--- src/rtl/user_gpio_evt_pkg.sv ---
// user_gpio_evt_pkg: register bank indices and address decode helpers for user_gpio_evt.
package user_gpio_evt_pkg;

    typedef enum logic [3:0] {
        BANK_IN       = 4'd0,
        BANK_OUT      = 4'd1,
        BANK_RISE_EN  = 4'd2,
        BANK_FALL_EN  = 4'd3,
        BANK_EVT      = 4'd4,
        BANK_IRQ_MASK = 4'd5,
        BANK_PULSE    = 4'd6,
        CFG_DEB       = 4'd7,
        CFG_PLEN      = 4'd8,
        BANK_NONE     = 4'd15
    } bank_t;

    typedef struct packed {
        bank_t       bank;
        logic [15:0] word;
    } reg_sel_t;

    function automatic int nr_words(input int nr_ios, input int data_w);
        return (nr_ios + data_w - 1) / data_w;
    endfunction

    // Banks occupy nw consecutive words each; the two config words follow bank 6.
    function automatic reg_sel_t addr_decode(input int addr, input int nw);
        reg_sel_t s;
        s.bank = BANK_NONE;
        s.word = '0;
        if (addr < 7 * nw) begin
            s.bank = bank_t'(4'(addr / nw));
            s.word = 16'(addr % nw);
        end else if (addr == 7 * nw) begin
            s.bank = CFG_DEB;
        end else if (addr == 7 * nw + 1) begin
            s.bank = CFG_PLEN;
        end
        return s;
    endfunction

endpackage

--- src/rtl/user_gpio_evt_debounce.sv ---
// gpio_debounce: 2-FF synchroniser, programmable debounce cell and edge detect for one pin.
module gpio_debounce #(
    parameter int DEB_W = 8
) (
    input  logic             clk_sys,
    input  logic             rstn_sys,
    input  logic             pin,
    input  logic [DEB_W-1:0] limit,
    output logic             stable,
    output logic             rise,
    output logic             fall
);
    logic             s1, s2, stable_d;
    logic [DEB_W-1:0] cnt;

    always_ff @(posedge clk_sys) begin
        if (!rstn_sys) begin
            {s1, s2, stable, stable_d, cnt} <= '0;
        end else begin
            s1       <= pin;
            s2       <= s1;
            stable_d <= stable;
            if (s2 == stable) begin
                cnt <= '0;
            end else if (cnt == limit) begin
                stable <= s2;
                cnt    <= '0;
            end else begin
                cnt <= cnt + 1'b1;
            end
        end
    end

    assign rise = stable & ~stable_d;
    assign fall = ~stable & stable_d;

endmodule

--- src/rtl/user_gpio_evt.sv ---
// user_gpio_evt: GPIO with debounced inputs, sticky edge events + irq, and one-shot output pulses
// behind a simple synchronous register port.
module user_gpio_evt
    import user_gpio_evt_pkg::*;
#(
    parameter int NR_IOS  = 32,
    parameter int DATA_W  = 32,
    parameter int ADDR_W  = 8,
    parameter int DEB_W   = 8,
    parameter int PULSE_W = 16
) (
    input  logic              clk_sys,
    input  logic              rstn_sys,
    input  logic [ADDR_W-1:0] reg_addr,
    input  logic              reg_wr,
    input  logic              reg_rd,
    input  logic [DATA_W-1:0] reg_wdata,
    output logic [DATA_W-1:0] reg_rdata,
    output logic              reg_ack,
    input  logic [NR_IOS-1:0] gpio_in,
    output logic [NR_IOS-1:0] gpio_out,
    output logic              irq
);
    localparam int NW = nr_words(NR_IOS, DATA_W);
    localparam int PW = NW * DATA_W;

    reg_sel_t           sel;
    int                 shift;
    logic [NR_IOS-1:0]  in_lvl, rise, fall, pulse;
    logic [NR_IOS-1:0]  out_r, rise_en, fall_en, evt, irq_mask;
    logic [NR_IOS-1:0]  wd, ws, evt_set, evt_clr, fire, rd_vec;
    logic [DEB_W-1:0]   deb_limit;
    logic [PULSE_W-1:0] pulse_len;
    logic [DATA_W-1:0]  rd_word;
    logic               wr_out, wr_rise, wr_fall, wr_mask, wr_evt, wr_pulse, wr_deb, wr_plen;

    assign sel   = addr_decode(int'(reg_addr), NW);
    assign shift = int'(sel.word) * DATA_W;

    // Write data and word-select mask placed at the addressed word; bits at or above NR_IOS drop off.
    assign wd = NR_IOS'(PW'(reg_wdata) << shift);
    assign ws = NR_IOS'(PW'({DATA_W{1'b1}}) << shift);

    assign wr_out   = reg_wr && sel.bank == BANK_OUT;
    assign wr_rise  = reg_wr && sel.bank == BANK_RISE_EN;
    assign wr_fall  = reg_wr && sel.bank == BANK_FALL_EN;
    assign wr_mask  = reg_wr && sel.bank == BANK_IRQ_MASK;
    assign wr_evt   = reg_wr && sel.bank == BANK_EVT;
    assign wr_pulse = reg_wr && sel.bank == BANK_PULSE;
    assign wr_deb   = reg_wr && sel.bank == CFG_DEB;
    assign wr_plen  = reg_wr && sel.bank == CFG_PLEN;

    assign evt_set = (rise & rise_en) | (fall & fall_en);
    assign evt_clr = wr_evt ? wd : '0;
    assign fire    = wr_pulse && pulse_len != '0 ? wd : '0;

    assign rd_vec = sel.bank == BANK_IN       ? in_lvl   :
                    sel.bank == BANK_OUT      ? out_r    :
                    sel.bank == BANK_RISE_EN  ? rise_en  :
                    sel.bank == BANK_FALL_EN  ? fall_en  :
                    sel.bank == BANK_EVT      ? evt      :
                    sel.bank == BANK_IRQ_MASK ? irq_mask : '0;

    assign rd_word = sel.bank == CFG_DEB  ? DATA_W'(deb_limit) :
                     sel.bank == CFG_PLEN ? DATA_W'(pulse_len) :
                     DATA_W'(PW'(rd_vec) >> shift);

    always_ff @(posedge clk_sys) begin
        if (!rstn_sys) begin
            out_r     <= '0;
            rise_en   <= '0;
            fall_en   <= '0;
            irq_mask  <= '0;
            evt       <= '0;
            deb_limit <= '0;
            pulse_len <= '0;
            irq       <= 1'b0;
            gpio_out  <= '0;
            reg_ack   <= 1'b0;
            reg_rdata <= '0;
        end else begin
            if (wr_out) out_r <= (out_r & ~ws) | wd;
            if (wr_rise) rise_en <= (rise_en & ~ws) | wd;
            if (wr_fall) fall_en <= (fall_en & ~ws) | wd;
            if (wr_mask) irq_mask <= (irq_mask & ~ws) | wd;
            if (wr_deb) deb_limit <= DEB_W'(reg_wdata);
            if (wr_plen) pulse_len <= PULSE_W'(reg_wdata);
            // Set is OR-ed in after the clear so a coincident edge survives the W1C.
            evt       <= (evt & ~evt_clr) | evt_set;
            irq       <= |(evt & irq_mask);
            gpio_out  <= out_r | pulse;
            reg_ack   <= reg_wr | reg_rd;
            reg_rdata <= reg_rd && !reg_wr ? rd_word : '0;
        end
    end

    for (genvar i = 0; i < NR_IOS; i++) begin : g_bit
        logic [PULSE_W-1:0] pcnt;

        gpio_debounce #(.DEB_W(DEB_W)) u_deb (
            .clk_sys  (clk_sys),
            .rstn_sys (rstn_sys),
            .pin      (gpio_in[i]),
            .limit    (deb_limit),
            .stable   (in_lvl[i]),
            .rise     (rise[i]),
            .fall     (fall[i])
        );

        always_ff @(posedge clk_sys) begin
            if (!rstn_sys) pcnt <= '0;
            else if (fire[i]) pcnt <= pulse_len;
            else if (pcnt != '0) pcnt <= pcnt - 1'b1;
        end

        assign pulse[i] = pcnt != '0;
    end

endmodule

--- config.mk ---
export PLATFORM = sky130hd
export DESIGN_NAME = user_gpio_evt
export DESIGN_NICKNAME = d
export VERILOG_FILES = /design/src/rtl/user_gpio_evt_pkg.sv /design/src/rtl/user_gpio_evt_debounce.sv /design/src/rtl/user_gpio_evt.sv
export SDC_FILE = /design/constraint.sdc
export NUM_CORES = 2
export LEC_CHECK = 0
export ABC_AREA = 1
export CORE_UTILIZATION = 63
export CTS_CLUSTER_SIZE = 16
export DETAILED_ROUTE_END_ITERATION = 6
export GPL_ROUTABILITY_DRIVEN = 0
export PLACE_DENSITY_LB_ADDON = 0.08
export SETUP_SLACK_MARGIN = 0.5
export SLEW_MARGIN = 25
export SYNTH_ARGS = -nofsm -noshare
export SYNTH_HDL_FRONTEND = slang
export SYNTH_SLANG_ARGS = --single-unit
--- constraint.sdc ---
create_clock -name clk_sys -period 2.28 [get_ports clk_sys]
set_input_delay 0.456 -clock clk_sys [delete_from_list [all_inputs] [get_ports clk_sys]]
set_output_delay 0.456 -clock clk_sys [all_outputs]
set_load 0.02 [all_outputs]
==> out/qor.log <==
[sta] setup repair after global routing missed its margin true
[floorplan] initial standard-cell utilization of the core 64.0%
[global_route] initial antenna violation count 5
[status] outcome finished, final reports clean
[synth] count of state elements after synthesis 1,146
[synth] syn avg cell area 7.05 µm²
[sta] final setup violation count 0
[synth] asr flop ratio synth 0%
[drt] antenna-violating nets left 0
[synth] cell with the most instances after synthesis sky130_fd_sc_hd__nand2_1
[layout] count of non-filler cells in the finished layout 9,708
[sta] final-report max-slew violation count 0
[drt] DRT Pass-1 Iters 6
[flow_run] number of maximum-capacitance violations 0
[layout] Antenna diodes 0
[clock_tree] CTS buffer count 119
[synth] post-synth design cell area 56,900 µm²
[global_route] remaining global-route overflow 0
[floorplan] Die Span Y 303 µm
[floorplan] die footprint 91,600 µm²
[sta] final critical-path required period 2.05 ns
[power_and_ir_drop] power density normalized to cell area 979 nW/µm²
[global_route] Total Routing Usage GR 35.9%
[synth] area leader, netlist sky130_fd_sc_hd__dfxtp_1
[clock_tree] number of clock sinks 1,146
[clock_tree] worst-case clock buffer depth 3
[clock_tree] CTS tree built
[clock_tree] cell at the root of the clock tree sky130_fd_sc_hd__clkbuf_16
[sta] Hold WS 0.105 ns
[floorplan] num rows 109
[synth] area share of the leading cell type in the synthesized netlist 40.3%
[synth] top cells by area in the synthesized netlist sky130_fd_sc_hd__dfxtp_1, sky130_fd_sc_hd__nand2_1, sky130_fd_sc_hd__a21oi_1
[worst_setup_path] worst-path fanout max 8
[layout] fraction of layout instances using a drive strength above 1 20.4%
[clock_tree] post-CTS clock slew at the launch and capture registers of the worst setup and hold paths 0.06 ns
[power_and_ir_drop] leakage 30.2 nW
[placement] dpl hpwl 108 mm
[sta] final worst setup slack 0.226 ns
[worst_setup_path] critical path start-end classification reg -> reg
[sta] relative slew slack 12.0%
[synth] number of instances in the synthesized netlist 8,081
[floorplan] Die W 303 µm
[drt] number of vias after detailed routing 56,900
[worst_setup_path] flop2flop setup slack 0.23 ns
[hold_path] worst hold path type in -> reg
[drt] drt initial violations 5,957
[drt] wire length per cell after detailed routing 18.8 µm
[sta] transition time at the pin with the least slew margin 1.32 ns
[floorplan] core box area 88,900 µm²
[global_route] maximum number of pins on one net before global-route repair 201
[layout] area of the multi-input gates 32,400 µm²
[sta] Hold Vio Cnt, Final 0
[placement] total placed cells including tap cells 9,331
[floorplan] ports placed on the boundary 142
[drt] routed wire length 183 mm
[global_route] wire length of the first global-routing pass 265 mm
[synth] number of unique standard cell types used by synthesis 51
[worst_setup_path] Setup crit end kind register
[drt] Remaining DRCs 0
[sta] Worst Clk Skew 0.0217 ns
[sta] achievable clock frequency 0.487 GHz
[clock_tree] worst skew pair latency 0.72 ns
[synth] share of synthesized area occupied by flip-flops and latches 40.3%
[synth] count of flip-flops with a built-in enable after synthesis 0
[global_route] via count of the first global-routing pass 50,400
[layout] final non-filler cell area 71,000 µm²
[layout] relative area change from synthesis to final layout 24.8%
[worst_setup_path] data arrival time at the worst-slack endpoint 2.60 ns
[drt] vias per cell 5.86
[worst_setup_path] element type at the critical path start register
[layout] Nets 8,579
[power_and_ir_drop] IR Drop Worst-Case VDD 0.962 mV
[layout] register cell area after layout 23,000 µm²
[synth] post-synthesis net count 8,221
[placement] quantity of I/O buffers inserted on ports 141
[synth] YS warnings 0
[clock_tree] H-tree level count 3
[worst_setup_path] required time at the endpoint of the critical path 2.83 ns
[sta] share of the clock period used by the worst path after layout 90.1%
[placement] worst setup slack before clock tree synthesis -0.445 ns
[layout] fill cell count 6,056
[synth] flip-flop cell with the highest count after synthesis sky130_fd_sc_hd__dfxtp_1
[placement] Post-Place Cell Area 61,300 µm²
[synth] list of most frequent post-synthesis cells sky130_fd_sc_hd__nand2_1, sky130_fd_sc_hd__dfxtp_1, sky130_fd_sc_hd__inv_1, sky130_fd_sc_hd__a21oi_1, sky130_fd_sc_hd__nor2_1
-- where the power goes --
group	internal, mW	switching (mW)
Sequential	22.5	1.96
Clock	12.2	8.41
Combinational	10.4	14.0
Total	45.1	24.4
-- area by class of cell --
cell class | count | share of cell area, %
Multi-Input combinational cell | 5613 | 45.6
Sequential cell | 1146 | 32.4
Timing Repair Buffer | 581 | 8.26
Inverter | 962 | 5.59
Clock buffer | 177 | 5.07
Tap cell | 1165 | 2.05
Clock inverter | 48 | 0.798
Timing Repair inverter | 16 | 0.208
-- worst paths after layout --
kind / depth (start not counted) / startpoint / end
max: 11 / g_bit[28].pcnt[0] / g_bit[28].pcnt[13]
min: 3 / rstn_sys / g_bit[30].u_deb.s2
max reg2reg: 11 / g_bit[28].pcnt[0] / g_bit[28].pcnt[13]
min reg2reg: 2 / g_bit[28].u_deb.s1 / g_bit[28].u_deb.s2
-- state kept, by name (all words and copies together), names as in the netlist --
name and cells:
g_bit.pcnt 512, g_bit.u_deb.cnt 256, evt 32, fall_en 32, g_bit.u_deb.s1 32, g_bit.u_deb.s2 32
g_bit.u_deb.stable 32, g_bit.u_deb.stable_d 32, gpio_out 32, irq_mask 32, out_r 32, reg_rdata 32
rise_en 32, pulse_len 16, deb_limit 8, irq 1, reg_ack 1
-- placed cells by master, fill, tap and decap left out, types with 31 or more instances in the layout --
cell,instances
sky130_fd_sc_hd__nand2_1,1599
sky130_fd_sc_hd__dfxtp_1,1104
sky130_fd_sc_hd__inv_1,834
sky130_fd_sc_hd__nor2_1,627
sky130_fd_sc_hd__a21oi_1,626
sky130_fd_sc_hd__nand3_1,462
sky130_fd_sc_hd__xor2_1,373
sky130_fd_sc_hd__o21ai_0,288
sky130_fd_sc_hd__buf_4,269
sky130_fd_sc_hd__nand4_1,207
sky130_fd_sc_hd__xnor2_1,190
sky130_fd_sc_hd__a21oi_2,158
sky130_fd_sc_hd__nand2_2,156
sky130_fd_sc_hd__clkbuf_16,133
sky130_fd_sc_hd__nor3_1,115
sky130_fd_sc_hd__nand2_4,113
sky130_fd_sc_hd__nand3_2,91
sky130_fd_sc_hd__buf_6,89
sky130_fd_sc_hd__or2_2,76
sky130_fd_sc_hd__clkdlybuf4s50_1,66
sky130_fd_sc_hd__inv_2,64
sky130_fd_sc_hd__buf_12,61
sky130_fd_sc_hd__a31oi_1,49
sky130_fd_sc_hd__nor4_1,47
sky130_fd_sc_hd__ha_1,43
sky130_fd_sc_hd__nor2_2,40
sky130_fd_sc_hd__buf_2,39
sky130_fd_sc_hd__dfxtp_2,38
sky130_fd_sc_hd__nor2_4,37
sky130_fd_sc_hd__nor3b_1,33
sky130_fd_sc_hd__clkinv_2,31
-- layer usage --
metal / track usage [%] / wire length [µm]
met4: 15.5 / 9730
met1: 47.6 / 71500
met5: 0 / 10
met2: 57.9 / 83600
met3: 5.62 / 17900
-- through the flow --
step / setup TNS [ns] / power (mW) / utilization (%)
final: 0 / 69.5 / 79.9
after global routing: 0 / 73.0 / 79.9
after CTS: 0 / 65.0 / 74.5
after detailed placement: -210.01 / 44.0 / 69.0
after global placement: -183.33 / 43.4 / 69.0
after floorplan: 0 / 40.0 / -
-- cells by family (layout without fill, tap and decap cells) --
kind of cell | Yosys count | after routing | share of synthesized area, %
fa+ha+maj | 64 | 64 | 1.41
buf+inv | 1322 | 1784 | 9.18
compound gates | 1248 | 1248 | 11.5
simple gates | 3738 | 3738 | 28.9
xor+xnor | 563 | 563 | 8.66
flops | 1146 | 1146 | 40.3
-- worst max-delay path: stages (launching register included) --
cell,delay [ns]
sky130_fd_sc_hd__dfxtp_1,0.32
sky130_fd_sc_hd__inv_1,0.08
sky130_fd_sc_hd__ha_2,0.19
sky130_fd_sc_hd__nand2_2,0.11
sky130_fd_sc_hd__nor3_2,0.17
sky130_fd_sc_hd__nand3_1,0.18
sky130_fd_sc_hd__nor2_4,0.19
sky130_fd_sc_hd__inv_2,0.08
sky130_fd_sc_hd__nand2_4,0.12
sky130_fd_sc_hd__clkinvlp_4,0.24
sky130_fd_sc_hd__nand2_1,0.13
sky130_fd_sc_hd__a21oi_1,0.06
-- timing repair --
action,CTS,global route
hold buffers,0,0
gates resized for setup,425,1097
gates cloned,10,27
buffers inserted,20,95
pin swaps,45,280
setup endpoints to repair,939,1050
endpoints found under the hold margin,0,0
Note: power is estimated with default switching activity, not from simulation.
